===== src/rtl/pipe_skid_reg.sv =====
// Generic inter-stage pipeline register with valid/ready handshake, flush and an optional
// 2-entry skid buffer that makes in_ready a registered output.
module pipe_skid_reg #(
    parameter int unsigned       DATA_W      = 160,
    parameter logic [DATA_W-1:0] RST_VAL     = {DATA_W{1'b0}},
    parameter bit                SKID        = 1'b1,
    parameter bit                ZERO_BUBBLE = 1'b1
) (
    input  logic              clk,
    input  logic              rst,
    input  logic              flush,
    input  logic              in_valid,
    output logic              in_ready,
    input  logic [DATA_W-1:0] in_data,
    output logic              out_valid,
    input  logic              out_ready,
    output logic [DATA_W-1:0] out_data,
    output logic [1:0]        occupancy
);

    logic              m_v_q, m_v_d;
    logic              s_v_q, s_v_d;
    logic [DATA_W-1:0] m_d_q;
    logic [DATA_W-1:0] s_d_q;
    logic [1:0]        occ_q, occ_d;
    logic              accept;
    logic              emit;
    logic              m_load;
    logic              m_from_skid;
    logic              s_load;

    // With the skid buffer, in_ready depends only on a flop, never on out_ready.
    assign in_ready  = SKID ? !s_v_q : (!m_v_q || out_ready);
    assign accept    = in_valid && in_ready;
    assign emit      = m_v_q && out_ready;
    assign out_valid = m_v_q;
    assign out_data  = (ZERO_BUBBLE && !m_v_q) ? RST_VAL : m_d_q;
    assign occupancy = occ_q;

    always_comb begin
        m_v_d       = m_v_q;
        s_v_d       = s_v_q;
        m_load      = 1'b0;
        m_from_skid = 1'b0;
        s_load      = 1'b0;
        if (flush) begin
            m_v_d = 1'b0;
            s_v_d = 1'b0;
        end else if (!m_v_q) begin
            if (accept) begin
                m_v_d  = 1'b1;
                m_load = 1'b1;
            end
        end else if (!s_v_q) begin
            if (accept && emit) begin
                m_load = 1'b1;
            end else if (accept && SKID) begin
                s_v_d  = 1'b1;
                s_load = 1'b1;
            end else if (emit) begin
                m_v_d = 1'b0;
            end
        end else if (emit) begin
            m_from_skid = 1'b1;
            s_v_d       = 1'b0;
        end
        occ_d = {1'b0, m_v_d} + {1'b0, s_v_d};
    end

    always_ff @(posedge clk or posedge rst) begin
        if (rst) begin
            m_v_q <= 1'b0;
            s_v_q <= 1'b0;
            occ_q <= 2'd0;
        end else begin
            m_v_q <= m_v_d;
            s_v_q <= s_v_d;
            occ_q <= occ_d;
        end
    end

    // Data registers load only on real transfers so they can be clock-gated.
    always_ff @(posedge clk or posedge rst) begin
        if (rst) begin
            m_d_q <= RST_VAL;
            s_d_q <= RST_VAL;
        end else begin
            if (m_load) begin
                m_d_q <= in_data;
            end else if (m_from_skid) begin
                m_d_q <= s_d_q;
            end
            if (s_load) begin
                s_d_q <= in_data;
            end
        end
    end

endmodule


===== config.mk =====
export PLATFORM = sky130hd
export DESIGN_NAME = pipe_skid_reg
export DESIGN_NICKNAME = d
export VERILOG_FILES = /design/src/rtl/pipe_skid_reg.sv
export SDC_FILE = /design/constraint.sdc
export NUM_CORES = 1
export LEC_CHECK = 0
export ABC_AREA = 1
export CAP_MARGIN = 20
export CELL_PAD_IN_SITES_DETAIL_PLACEMENT = 0
export CELL_PAD_IN_SITES_GLOBAL_PLACEMENT = 1
export CORE_UTILIZATION = 33
export DETAILED_ROUTE_END_ITERATION = 10
export PLACE_DENSITY_LB_ADDON = 0.1
export SLEW_MARGIN = 20
export SYNTH_ARGS = -nofsm -noshare
export SYNTH_HDL_FRONTEND = slang
export SYNTH_SLANG_ARGS = --single-unit

===== constraint.sdc =====
create_clock -name clk -period 11.57 [get_ports clk]
set_input_delay 3.471 -clock clk [delete_from_list [all_inputs] [get_ports clk]]
set_output_delay 3.471 -clock clk [all_outputs]
set_load 0.02 [all_outputs]

==> impl_metrics.ini <==
[run_status]
status = completed

[power_and_ir_drop]
vdd_drop_max_v = 0.0000991
power.density_mw_per_mm2 = 168
leakage_uw = 0.0113

[floorplan]
initial_utilization_pct = 33.8
pin_count = 329
die_x_microns = 221
core_sq_mm = 0.0470
die-area_sq_mm = 0.0490
die_y_microns = 221
num_rows = 79

[place]
io_buffer_count = 328
dp.final_hpwl_microns = 28000
gp_congestion = 0.774

[yosys]
async_flop_share_pct = 100
synth_flop_cell = dfrtp_1
yosysUniqueCellTypes = 19
yosys_warnings = 0
synth_top_area_share_pct = 51.1
ys_top_cells_by_count = nand2_1 (956), inv_1 (481), dfrtp_1 (324), o21ai_0 (208), o21ai_1 (109)
synthMuxAreaShare_pct = 0
yosysMostFrequentCell = nand2_1
ys_seq_area_share_pct = 51.1
synth_compound_area_share_pct = 10.1
synth_top_family_by_area = simple AND/OR/NAND/NOR gates
syn_area_sq_mm = 0.0159
syn-num-nets = 2387
synth-simple-area-share_pct = 23.2
synthAdderAreaFrac_pct = 0.0788
synth_cells = 2221
avgSynthCellArea_sq_um = 7.15
synth-xor-area-share_pct = 0
synth_top_area_cell = dfrtp_1
synth_edf_count = 0
synth.ff_latch_count = 324
synthTopCellsByArea = dfrtp_1 (51%), nand2_1 (23%), inv_1 (11%)

[clock_tree]
clk_pin_slew_ns = 0.05
holdBufCountCts = 0
root_buffer = clkbuf_16
cts_tree = yes
clock_path_buffers = 3
cts_num_sinks = 324
htree_levels = 2
clk_latency_ns = 0.54
cts_resized = 0
cts_buffers = 39
post-cts-setup-buffer-count = 0

[timing]
maxSlewViolCount = 0
fmaxAchievable_mhz = 155
grt_setup_unrepaired = false
fin_tns_setup_ns = 0
slew_headroom_pct = 28.7
fin_crit_sh_pct = 55.8
worst_slew_pin_slew_ns = 1.07
setup_viol = 0
min_period_ns = 6.45
fin_skew_ns = 0.00813
hold_violations = 0

[worst_setup_path]
crit_fanout = 75
crit_required_ns = 8.10
worstSetupPathType = reg2out
arrival_ns = 2.98
end_kind = output port
crit_path_start_kind = register

[layout]
nets = 2648
syn2layout_area_growth_pct = 30.3
drive_gt1_share_pct = 3.19
final_util_pct = 44.1

[global_routing]
grt_pass1_wl_microns = 75900
grt_pass1_vias = 13800
grt_max_degree = 159
antenna_found_initial = 1
grt_remaining_overflow = 0
grtUsageTotal_pct = 19.4

[routing]
dr_total_vias = 13700
via_per_inst = 4.41
drt_iter0_drc = 832
drt-total-wl_microns = 46400
first_pass_iters = 5
drc = 0
avgRoutedWirePerCell_microns = 14.9
ant_nets = 0

[flow_run]
max_cap_viol_count = 0

[worst_hold_path]
holdCritPathClass = reg2reg
-- logic make-up (layout without fill, tap and decap cells) --
kind of cell / count (synthesis) / after routing
compound gates: 319 / 319
buf+inv: 606 / 890
simple gates: 971 / 971
flops: 324 / 324
fa+ha+maj: 1 / 1
other cells: 0 / 1
-- critical path: stages, from the launching register on --
cell             delay (ns)
dfrtp_4                0.68
buf_4                  0.77
nand2_1                0.22
inv_1                  0.09
clkdlybuf4s50_1        0.61
-- flip-flops by register name, indices dropped and copies added, names as in the netlist --
| register | count |
|---|---|
| s_d_q | 160 |
| m_d_q | 160 |
| occupancy | 2 |
| out_valid | 1 |
| s_v_q | 1 |
-- final timing paths --
kind | startpoint | cells past startpoint | end | slack, ns
max | out_valid | 4 | out_data[107] | 5.12
min | m_d_q[86] | 2 | m_d_q[86] | 0.48
max reg2reg | out_valid | 8 | m_d_q[146] | 8.35
min reg2reg | m_d_q[86] | 2 | m_d_q[86] | 0.48
max in group asynchronous | rst | 3 | out_valid | 6.73
min in group asynchronous | rst | 2 | m_d_q[0] | 3.40
-- cell usage in the layout (no fill, tap or decap), types with 3 or more instances in the layout --
cell type / synthesis / final
nand3_1: 6 / 6
dfrtp_1: 324 / 323
nor3_1: 3 / 3
clkbuf_16: 0 / 41
clkbuf_1: 45 / 9
clkbuf_8: 0 / 11
clkdlybuf4s50_1: 0 / 328
o21ai_0: 208 / 208
inv_1: 481 / 480
buf_6: 12 / 4
nand2_1: 956 / 956
o21ai_1: 109 / 109
buf_4: 9 / 8
-- stage by stage --
step	worst slack, ns	hold WS, ns	instances	power, uW	area [sq um]
floorplan	3.78	0.449	2221	1990	15900
finish	5.12	0.475	3113	3480	20700
global placement	4.85	0.461	3048	2280	19400
CTS	5.04	0.480	3112	3530	20700
detailed placement	4.82	0.464	3048	2300	19400
global route	4.91	0.491	3113	3700	20700
-- area by class of cell --
| cell class | instances | area (sq um) |
|---|---|---|
| clock inverter | 3 | 40.0 |
| timing repair buffer | 341 | 3410 |
| sequential | 324 | 8110 |
| tap | 607 | 759 |
| fill | 4916 | 26300 |
| inverter | 485 | 1830 |
| multi-input combinational | 1291 | 5320 |
| antenna | 1 | 2.50 |
| clock buffer | 61 | 1210 |
-- power breakdown --
group | switching [uW] | internal [uW]
sequential | 140 | 1400
clock | 469 | 734
combinational | 419 | 317
-- routing by layer --
metal | GRT usage (%) | wire [microns] | part of all wire, %
met5 | 0 | 0 | 0
met4 | 6.02 | 978 | 2.1
met3 | 2.97 | 2030 | 4.4
met2 | 30.4 | 20300 | 44
met1 | 27.4 | 23100 | 50
Power figures use the tool's default switching activity.
